$ cat src/rtl/i2c_arb_pkg.sv
// Shared types and field widths for the I2C command arbiter.
package i2c_arb_pkg;

  localparam int CMD_W  = 4;
  localparam int ADDR_W = 16;
  localparam int LEN_W  = 24;
  localparam int DATA_W = 8;
  localparam int IDX_W  = 3;

  typedef enum logic [1:0] {
    ST_IDLE    = 2'd0,
    ST_ISSUE   = 2'd1,
    ST_BUSY    = 2'd2,
    ST_RELEASE = 2'd3
  } arb_state_e;

  // Next requester index after idx, wrapping n-1 back to 0.
  function automatic logic [IDX_W-1:0] wrap_inc(input logic [IDX_W-1:0] idx, input int n);
    if (int'(idx) >= n - 1) return '0;
    return idx + IDX_W'(1);
  endfunction

endpackage

$ cat src/rtl/rr_arbiter.sv
// Combinational round-robin picker: first asserted request at or after ptr.
module rr_arbiter
  import i2c_arb_pkg::*;
#(
  parameter int NREQ = 4
) (
  input  logic [NREQ-1:0]  req,
  input  logic [IDX_W-1:0] ptr,
  output logic [NREQ-1:0]  gnt_oh,
  output logic [IDX_W-1:0] gnt_idx,
  output logic             gnt_vld
);

  // Scan offsets 0..NREQ-1 from ptr; the lowest offset with a request wins.
  always_comb begin
    gnt_oh  = '0;
    gnt_idx = '0;
    gnt_vld = 1'b0;
    for (int k = 0; k < NREQ; k++) begin
      for (int j = 0; j < NREQ; j++) begin
        if (!gnt_vld && req[j] &&
            ((int'(ptr) + k == j) || (int'(ptr) + k == j + NREQ))) begin
          gnt_vld   = 1'b1;
          gnt_oh[j] = 1'b1;
          gnt_idx   = IDX_W'(j);
        end
      end
    end
  end

endmodule

$ cat src/rtl/i2c_cmd_arbiter.sv
// Shares one I2C master between NREQ requesters with round-robin grant.
// Optional watchdog: define I2C_ARB_WATCHDOG_EN to build the TIMEOUT counter.
//
// state      | meaning
// -----------+---------------------------------------------------------
// ST_IDLE    | no owner; grant first valid requester at/after rr_ptr
// ST_ISSUE   | command presented to master, waiting for m_cmd_ready
// ST_BUSY    | master executing, data routed to owner, wait for finish
// ST_RELEASE | one idle cycle, advance rr_ptr past the owner
module i2c_cmd_arbiter
  import i2c_arb_pkg::*;
#(
  parameter int NREQ    = 4,
  parameter int TIMEOUT = 1_000_000
) (
  input  logic                   clock,
  input  logic                   rst,
  input  logic [NREQ-1:0]        req_cmd_vld,
  input  logic [CMD_W*NREQ-1:0]  req_cmd,
  input  logic [ADDR_W*NREQ-1:0] req_addr,
  input  logic [LEN_W*NREQ-1:0]  req_burst_len,
  output logic [NREQ-1:0]        req_cmd_ready,
  output logic [NREQ-1:0]        req_cmd_finish,
  input  logic [NREQ-1:0]        req_wr_vld,
  input  logic [DATA_W*NREQ-1:0] req_wr_data,
  output logic [NREQ-1:0]        req_wr_ready,
  output logic [NREQ-1:0]        req_rd_vld,
  output logic [DATA_W*NREQ-1:0] req_rd_data,
  input  logic [NREQ-1:0]        req_rd_ready,
  output logic                   m_cmd_vld,
  output logic [CMD_W-1:0]       m_cmd,
  output logic [ADDR_W-1:0]      m_addr,
  output logic [LEN_W-1:0]       m_burst_len,
  input  logic                   m_cmd_ready,
  input  logic                   m_cmd_finish,
  output logic                   m_wr_vld,
  output logic [DATA_W-1:0]      m_wr_data,
  input  logic                   m_wr_ready,
  input  logic                   m_rd_vld,
  input  logic [DATA_W-1:0]      m_rd_data,
  output logic                   m_rd_ready,
  output logic [IDX_W-1:0]       owner,
  output logic                   busy,
  output logic                   timeout_err
);

  arb_state_e        state;
  logic [IDX_W-1:0]  rr_ptr;
  logic [NREQ-1:0]   gnt_oh;
  logic [IDX_W-1:0]  gnt_idx;
  logic              gnt_vld;
  logic [CMD_W-1:0]  sel_cmd;
  logic [ADDR_W-1:0] sel_addr;
  logic [LEN_W-1:0]  sel_len;
  logic              xfer;
  logic              done_ok;
  logic              wd_expire;

  rr_arbiter #(.NREQ(NREQ)) u_rr (
    .req     (req_cmd_vld),
    .ptr     (rr_ptr),
    .gnt_oh  (gnt_oh),
    .gnt_idx (gnt_idx),
    .gnt_vld (gnt_vld)
  );

  assign xfer    = (state == ST_ISSUE) || (state == ST_BUSY);
  assign done_ok = ((state == ST_BUSY) && m_cmd_finish) ||
                   ((state == ST_ISSUE) && m_cmd_ready && m_cmd_finish);

  // Select the winning requester's command fields for capture.
  always_comb begin
    sel_cmd  = '0;
    sel_addr = '0;
    sel_len  = '0;
    for (int i = 0; i < NREQ; i++) begin
      if (gnt_oh[i]) begin
        sel_cmd  = req_cmd[i*CMD_W +: CMD_W];
        sel_addr = req_addr[i*ADDR_W +: ADDR_W];
        sel_len  = req_burst_len[i*LEN_W +: LEN_W];
      end
    end
  end

`ifdef I2C_ARB_WATCHDOG_EN
  localparam int WD_W = $clog2(TIMEOUT + 1);
  logic [WD_W-1:0] wd_cnt;

  assign wd_expire   = xfer && (wd_cnt == WD_W'(TIMEOUT)) && !done_ok;
  assign timeout_err = wd_expire && !rst;

  // Watchdog counts cycles spent in ISSUE/BUSY; restarts on each state entry.
  always_ff @(posedge clock) begin
    if (rst || !xfer || ((state == ST_ISSUE) && m_cmd_ready)) begin
      wd_cnt <= '0;
    end else begin
      wd_cnt <= wd_cnt + WD_W'(1);
    end
  end
`else
  assign wd_expire   = 1'b0;
  assign timeout_err = 1'b0;
`endif

  // Capture handshake and completion pulses; suppressed while rst is high
  // so a reset mid-transfer never reports a finish.
  always_comb begin
    req_cmd_ready  = '0;
    req_cmd_finish = '0;
    if (!rst && (state == ST_IDLE)) begin
      req_cmd_ready = gnt_oh;
    end
    for (int i = 0; i < NREQ; i++) begin
      if (!rst && (done_ok || wd_expire) && (owner == IDX_W'(i))) begin
        req_cmd_finish[i] = 1'b1;
      end
    end
  end

  // Byte streams connect only the owner to the master during a transfer.
  always_comb begin
    m_wr_vld     = 1'b0;
    m_wr_data    = '0;
    req_wr_ready = '0;
    req_rd_vld   = '0;
    req_rd_data  = '0;
    m_rd_ready   = 1'b0;
    for (int i = 0; i < NREQ; i++) begin
      if (xfer && (owner == IDX_W'(i))) begin
        m_wr_vld                         = req_wr_vld[i];
        m_wr_data                        = req_wr_data[i*DATA_W +: DATA_W];
        req_wr_ready[i]                  = m_wr_ready;
        req_rd_vld[i]                    = m_rd_vld;
        req_rd_data[i*DATA_W +: DATA_W]  = m_rd_data;
        m_rd_ready                       = req_rd_ready[i];
      end
    end
  end

  // Arbitration FSM with registered command, owner and busy outputs.
  always_ff @(posedge clock) begin
    if (rst) begin
      state       <= ST_IDLE;
      rr_ptr      <= '0;
      owner       <= '0;
      m_cmd_vld   <= 1'b0;
      m_cmd       <= '0;
      m_addr      <= '0;
      m_burst_len <= '0;
      busy        <= 1'b0;
    end else begin
      case (state)
        ST_IDLE: begin
          if (gnt_vld) begin
            owner       <= gnt_idx;
            m_cmd       <= sel_cmd;
            m_addr      <= sel_addr;
            m_burst_len <= sel_len;
            m_cmd_vld   <= 1'b1;
            busy        <= 1'b1;
            state       <= ST_ISSUE;
          end
        end
        ST_ISSUE: begin
          if (wd_expire) begin
            m_cmd_vld <= 1'b0;
            busy      <= 1'b0;
            state     <= ST_RELEASE;
          end else if (m_cmd_ready) begin
            m_cmd_vld <= 1'b0;
            if (m_cmd_finish) begin
              busy  <= 1'b0;
              state <= ST_RELEASE;
            end else begin
              state <= ST_BUSY;
            end
          end
        end
        ST_BUSY: begin
          if (done_ok || wd_expire) begin
            busy  <= 1'b0;
            state <= ST_RELEASE;
          end
        end
        ST_RELEASE: begin
          rr_ptr <= wrap_inc(owner, NREQ);
          state  <= ST_IDLE;
        end
        default: state <= ST_IDLE;
      endcase
    end
  end

endmodule

$ cat config.mk
export PLATFORM = sky130hd
export DESIGN_NAME = i2c_cmd_arbiter
export DESIGN_NICKNAME = d
export VERILOG_FILES = /design/src/rtl/i2c_arb_pkg.sv /design/src/rtl/rr_arbiter.sv /design/src/rtl/i2c_cmd_arbiter.sv
export SDC_FILE = /design/constraint.sdc
export NUM_CORES = 1
export LEC_CHECK = 0
export ABC_CLOCK_PERIOD_IN_PS = 4600
export CELL_PAD_IN_SITES_DETAIL_PLACEMENT = 1
export CELL_PAD_IN_SITES_GLOBAL_PLACEMENT = 1
export CORE_MARGIN = 10
export CORE_UTILIZATION = 21
export DETAILED_ROUTE_END_ITERATION = 10
export GPL_ROUTABILITY_DRIVEN = 0
export MAX_ROUTING_LAYER = met4
export PLACE_DENSITY = 0.95
export SLEW_MARGIN = 20
export SYNTH_ARGS = -nofsm -noshare
export SYNTH_HDL_FRONTEND = slang
export SYNTH_SLANG_ARGS = --single-unit
export TNS_END_PERCENT = 20
$ cat constraint.sdc
create_clock -name clock -period 4.6 [get_ports clock]
set_input_delay 1.38 -clock clock [delete_from_list [all_inputs] [get_ports clock]]
set_output_delay 1.38 -clock clock [all_outputs]
set_load 0.005 [all_outputs]
==> flow_summary.yaml, run 1 <==
sta:
  fmax_mhz: 227
  worst_slew_pin_slew_ns: 0.984
  finalSetupTns_ns: 0
  period_needed_ns: 4.41
  hold_viol: 0
  skew_ns: 0.0101
  fin_ws_ns: 0.193
  maxSlewViolCount: 0
  finalSetupViolations: 0
  final.period_utilization: 0.958
  slew_headroom: 0.344
  grt_setup_unrepaired: "false"
global_routing:
  grt_pass1_vias: 5480
  antenna_found_initial: 1
  grt.overflow.total: 0
  grt_usage: 0.191
  grt_start_max_net_pins: 45
  grt_pass1_wl_um: 32400
worst_setup_path:
  path_class: "input pin to output port"
  ff2ff_path_depth: 6
  required_ns: 3.22
  startpoint: "req_cmd_vld[3]"
  cpPeakStageDelay_ns: 0.47
  rr_startpoint: "rr_ptr[0]$_SDFFE_PP0N_"
  r2r-end: "m_addr[15]$_SDFFE_PP0P_"
  crit_path_end_kind: "output port"
  worstPathCellList: "clkdlybuf4s50_1 -> buf_4 -> nor2_1 -> nor2_1 -> o22ai_1 -> and4b_1 -> clkdlybuf4s50_1"
  cp_max_fo: 8
  r2r_setup_slack_ns: 2.50
  crit_path_top_delay_cell: "clkdlybuf4s50_1"
  arrival_ns: 3.03
  worstSetupStartpointType: "input pin"
  cp-endpoint: "req_cmd_ready[0]"
power:
  max-vdd-ir-drop_mv: 0.172
  leakage_uw: 0.00276
  powerDensity_nw_per_um2: 414
  power_uw: 2990
floorplanning:
  die_x_um: 149
  rows: 46
  die_h_um: 149
  ios: 342
  initial_core_util: 0.216
  core-area_um2: 16100
  dieArea_um2: 22100
logic_synthesis:
  synth_area_per_cell_um2: 8.35
  yosys_register_bits: 52
  netlist_area_um2: 3470
  async_flop_share: 0
  ys.flop_type: "dfxtp_1"
  yosys.cell_types.count: 45
  synth_area_leader_cell: "dfxtp_1"
  synth_cells: 416
  synth-edff-count: 0
  synth_top_area_share: 0.300
  yosysWarnings: 0
  synth_seq_area_share: 0.300
  ys_top_cells_by_area: "dfxtp_1 30%, a222oi_1 13%, a22oi_1 9.7%"
finish:
  drive_gt1_frac: 0.0517
  syn_to_final_growth_pct: 108
  final_cell_mix: "335 x clkdlybuf4s50_1, 52 x dfxtp_1, 45 x o21ai_1, 45 x a222oi_1, 45 x a22oi_1"
  layout_commonest_cell: "clkdlybuf4s50_1"
  fin_nets: 978
  final_area_um2: 7210
placement:
  dp_slack_ns: -0.0670
  dp_hpwl_um: 18200
  port_buffers: 339
  place_area_um2: 7060
flow_run:
  maxCapViolCount: 0
route:
  drt-initial-drc-count: 392
  avgRoutedWirePerCell_um: 23.1
  num_vias: 4956
  drtPass1Iterations: 8
  detail-route-antenna-nets: 0
  drt_wl_total_um: 22000
  routed_via_density: 5.21
  drc: 0
status:
  status: "complete, no violations"
clocking:
  cts-buffers-inserted: 5
  clock_latency_ns: 0.30
  cts_max_path_buffers: 2
  cts_tree: "done"
  htreeDepth: 2
  cts_sinks: 52
  clk_pin_slew_ns: 0.07
  post-cts-setup-buffer-count: 0
  root_buffer: "clkbuf_16"
worst_hold_path:
  min_path_type: "flip-flop to flip-flop"
stage by stage:
stage | hold WS, ns | util | cells
after floorplan | 0.479 | - | 417
after global placement | 0.465 | 0.439 | 943
after detailed placement | 0.473 | 0.439 | 943
after CTS | 0.495 | 0.448 | 951
after global routing | 0.518 | 0.449 | 952
final | 0.488 | 0.449 | 952
state kept, by name (all words and copies together), names as in the netlist:
| register | cells |
|---|---|
| busy | 1 |
| rr_ptr | 2 |
| m_burst_len | 24 |
| m_cmd | 4 |
| m_cmd_vld | 1 |
| state | 2 |
| m_addr | 16 |
| owner | 2 |
worst max-delay path, delay by kind of cell:
family	cells	cell delay (ns)
compound gates	1	0.11
buf+inv	3	1.08
simple gates	3	0.45
cells in the mapped netlist, drive strengths merged (2+ instances only):
library cell	count
dfxtp	52
buf	30
mux2i	3
nor2b	13
o21ai	51
inv	11
and2	4
nor2	25
or2	2
a21oi	18
a22oi	45
ha	10
a222oi	45
nor3	11
a221oi	10
clkbuf	17
nand2	9
and3	40
per-layer routing:
layer | wire length, µm | vias up | global-route usage
met5 | 0 | - | -
li1 | - | 2288 | -
met1 | 8370 | 2376 | 0.201
met2 | 11100 | 266 | 0.338
met4 | 433 | 0 | 0.0456
met3 | 2110 | 26 | 0.0658
repair_timing:
item                                    CTS  global route
hold buffers                              0             0
pin swaps                                 0             0
endpoints found under the setup margin    1             4
resized for setup                         2             4
power breakdown:
| group | internal [µW] | switching [µW] | total, µW |
|---|---|---|---|
| logic | 993 | 896 | 1890 |
| clock network | 204 | 181 | 384 |
| registers | 604 | 111 | 715 |
| total | 1800 | 1190 | 2990 |
area by class of cell:
type / count / area [µm²]
clock buffers: 6 / 129
flip-flops and latches: 52 / 1040
well taps: 216 / 270
fillers: 1827 / 8850
inverters: 11 / 41.3
diodes: 1 / 2.50
clock inverters: 2 / 13.8
multi-input cells: 307 / 2170
repair buffers: 357 / 3550
worst min path at each step:
stage,start,to,slack (ns),depth (start not counted)
final,m_burst_len[13]$_SDFFE_PP0P_,m_burst_len[13]$_SDFFE_PP0P_,0.49,2
after global routing,m_addr[4]$_SDFFE_PP0P_,m_addr[4]$_SDFFE_PP0P_,0.52,2
after CTS,m_burst_len[13]$_SDFFE_PP0P_,m_burst_len[13]$_SDFFE_PP0P_,0.50,2
after detailed placement,m_burst_len[13]$_SDFFE_PP0P_,m_burst_len[13]$_SDFFE_PP0P_,0.47,2
after global placement,m_burst_len[8]$_SDFFE_PP0P_,m_burst_len[8]$_SDFFE_PP0P_,0.46,2
after floorplan,m_addr[0]$_SDFFE_PP0P_,m_addr[0]$_SDFFE_PP0P_,0.48,2
cell families (layout without fill, tap and decap cells):
| group | count (synthesis) | after routing | share of synthesized area |
|---|---|---|---|
| compound gates | 179 | 179 | 0.385 |
| fa+ha+maj | 10 | 10 | 0.0360 |
| buf+inv | 58 | 376 | 0.0821 |
| flops | 52 | 52 | 0.300 |
| mux | 3 | 3 | 0.00865 |
| other cells | 1 | 3 | 0.00108 |
| simple gates | 113 | 113 | 0.187 |
Note: power is estimated with default switching activity, not from simulation.
==> inputs of run 2 (changes only) <==
--- a/config.mk
+++ b/config.mk
@@ -8,7 +8,7 @@
 export ABC_CLOCK_PERIOD_IN_PS = 4600
 export CELL_PAD_IN_SITES_DETAIL_PLACEMENT = 1
 export CELL_PAD_IN_SITES_GLOBAL_PLACEMENT = 1
-export CORE_MARGIN = 10
+export CORE_MARGIN = 4
 export CORE_UTILIZATION = 21
 export DETAILED_ROUTE_END_ITERATION = 10
 export GPL_ROUTABILITY_DRIVEN = 0
==> run 2 against run 1 <==
Critical path depth is the same. Sequential cell count is the same. Global-route usage grew 1.4 points. Power grew 0.20%. Sequential power grew 0.8%. Clock skew grew 0.0066 ns. Worst hold slack gained 0.0045 ns. Utilization grew 0.062 points. Wire length shrank 8.5%. Combinational power is essentially flat. Sequential share of layout area is essentially flat. Register-to-register slack is essentially flat. Critical path type unchanged. Largest cell class unchanged.
==> flow_summary.yaml, run 2 (synthesized netlist as in run 1, its figures left out) <==
finish:
  ff_latch_area_um2: 1040
  final_cell_mix: "335 x clkdlybuf4s50_1, 52 x dfxtp_1, 45 x o21ai_1, 45 x a222oi_1, 45 x a22oi_1"
  final_area_um2: 7220
  drive_gt1_frac: 0.0516
  reg_top3: "m_burst_len: 24 flops, m_addr: 16 flops, m_cmd: 4 flops"
  layout_commonest_cell: "clkdlybuf4s50_1"
  regMostFlops: "m_burst_len"
  largest_reg_flops: 24
  fin_nets: 980
  final.fill_count: 1835
  n_antenna_cell: 0
  multi_input_comb_area_um2: 2160
  final_core_util: 0.450
  syn_to_final_growth_pct: 108
power:
  max-vdd-ir-drop_mv: 0.203
  leakage_uw: 0.00278
  powerDensity_nw_per_um2: 415
global_routing:
  grt_usage: 0.206
  grt_pass1_wl_um: 29200
  grt.overflow.total: 0
  grt_start_max_net_pins: 45
  grt_pass1_vias: 5352
  antenna_found_initial: 0
worst_hold_path:
  min_path_type: "flip-flop to flip-flop"
sta:
  skew_ns: 0.0167
  final.period_utilization: 0.984
  slew_headroom: 0.335
  fmax_mhz: 221
  finalSetupViolations: 0
  period_needed_ns: 4.53
  hold_viol: 0
  grt_setup_unrepaired: "true"
  maxSlewViolCount: 0
  worst_slew_pin_slew_ns: 0.998
route:
  routed_via_density: 5.20
  drtPass1Iterations: 6
  drc: 0
  drt-initial-drc-count: 411
  detail-route-antenna-nets: 0
  num_vias: 4954
  drt_wl_total_um: 20100
  avgRoutedWirePerCell_um: 21.1
flow_run:
  maxCapViolCount: 0
floorplanning:
  ios: 342
  dieArea_um2: 18700
  rows: 46
  core-area_um2: 16100
  initial_core_util: 0.216
  die_x_um: 137
  die_h_um: 137
worst_setup_path:
  crit_family: "buffers and inverters"
  required_ns: 3.22
  arrival_ns: 3.15
  path_class: "input pin to output port"
  worstPathCellList: "clkdlybuf4s50_1 -> nor2_2 -> buf_4 -> a21oi_1 -> o22ai_1 -> and4b_1 -> clkdlybuf4s50_1"
  crit_path_top_delay_cell: "clkdlybuf4s50_1"
  critPathBufInv: 3
  cpPeakStageDelay_ns: 0.54
  crit_path_frequent_cell: "clkdlybuf4s50_1"
  worstSetupStartpointType: "input pin"
  crit_path_end_kind: "output port"
  cp_max_fo: 6
placement:
  dp_hpwl_um: 16200
  place_area_um2: 7070
  port_buffers: 339
clocking:
  cts_tree: "done"
  cts_max_path_buffers: 2
  htreeDepth: 2
  clock_latency_ns: 0.31
  clk_pin_slew_ns: 0.08
  cts_sinks: 52
  ctsHoldBuffers: 0
  cts-buffers-inserted: 5
  root_buffer: "clkbuf_16"
status:
  status: "complete, no violations"
[run 2: cell type report]
class,instances,area share
timing repair buffer,359,0.493
multi-input combinational,307,0.300
sequential,52,0.144
tap,216,0.0374
clock buffer,6,0.0178
inverter,11,0.00572
clock inverter,2,0.00191
[run 2: report_power, final]
| part | leakage, µW | switching, µW | internal [µW] |
|---|---|---|---|
| Clock | 0.0000712 | 185 | 204 |
| Sequential | 0.000429 | 117 | 604 |
| Combinational | 0.00228 | 891 | 994 |
[run 2: worst paths after layout]
| path | startpoint | end | slack [ns] | cells past startpoint |
|---|---|---|---|---|
| max | req_cmd_vld[1] | req_cmd_ready[0] | 0.07 | 7 |
| min | m_burst_len[2]$_SDFFE_PP0P_ | m_burst_len[2]$_SDFFE_PP0P_ | 0.49 | 2 |
| max reg2reg | rr_ptr[0]$_SDFFE_PP0N_ | m_addr[10]$_SDFFE_PP0P_ | 2.50 | 6 |
| min reg2reg | m_burst_len[2]$_SDFFE_PP0P_ | m_burst_len[2]$_SDFFE_PP0P_ | 0.49 | 2 |
[run 2: metal layers]
layer | vias up | share of wire | track usage
li1 | 2290 | - | -
met1 | 2356 | 0.36 | 0.218
met2 | 274 | 0.51 | 0.366
met3 | 34 | 0.11 | 0.0643
met4 | 0 | 0.023 | 0.0633
met5 | - | 0 | -
[run 2: what timing repair did]
action | in CTS | in global routing
hold endpoints to repair | 0 | 0
endpoints found under the setup margin | 1 | 3
resized for setup | 1 | 4
setup buffers | 0 | 0
[run 2: through the flow]
stage	hold WS (ns)	worst slack (ns)	std cells	power, µW	setup TNS (ns)
2_1_floorplan	0.479	0.772	417	1550	0
3_3_place_gp	0.465	0.00543	945	2560	0
3_5_place_dp	0.478	-0.0377	945	2630	-0.0377
4_1_cts	0.494	0.00358	953	3030	0
5_1_grt	0.516	-0.00843	953	3220	-0.00843
6_report	0.493	0.0716	953	2990	0
[run 2: worst min-delay path, cell delays in order, from the launching register on]
cell	delay, ns
dfxtp_1	0.33
a22oi_1	0.06
o21ai_1	0.06
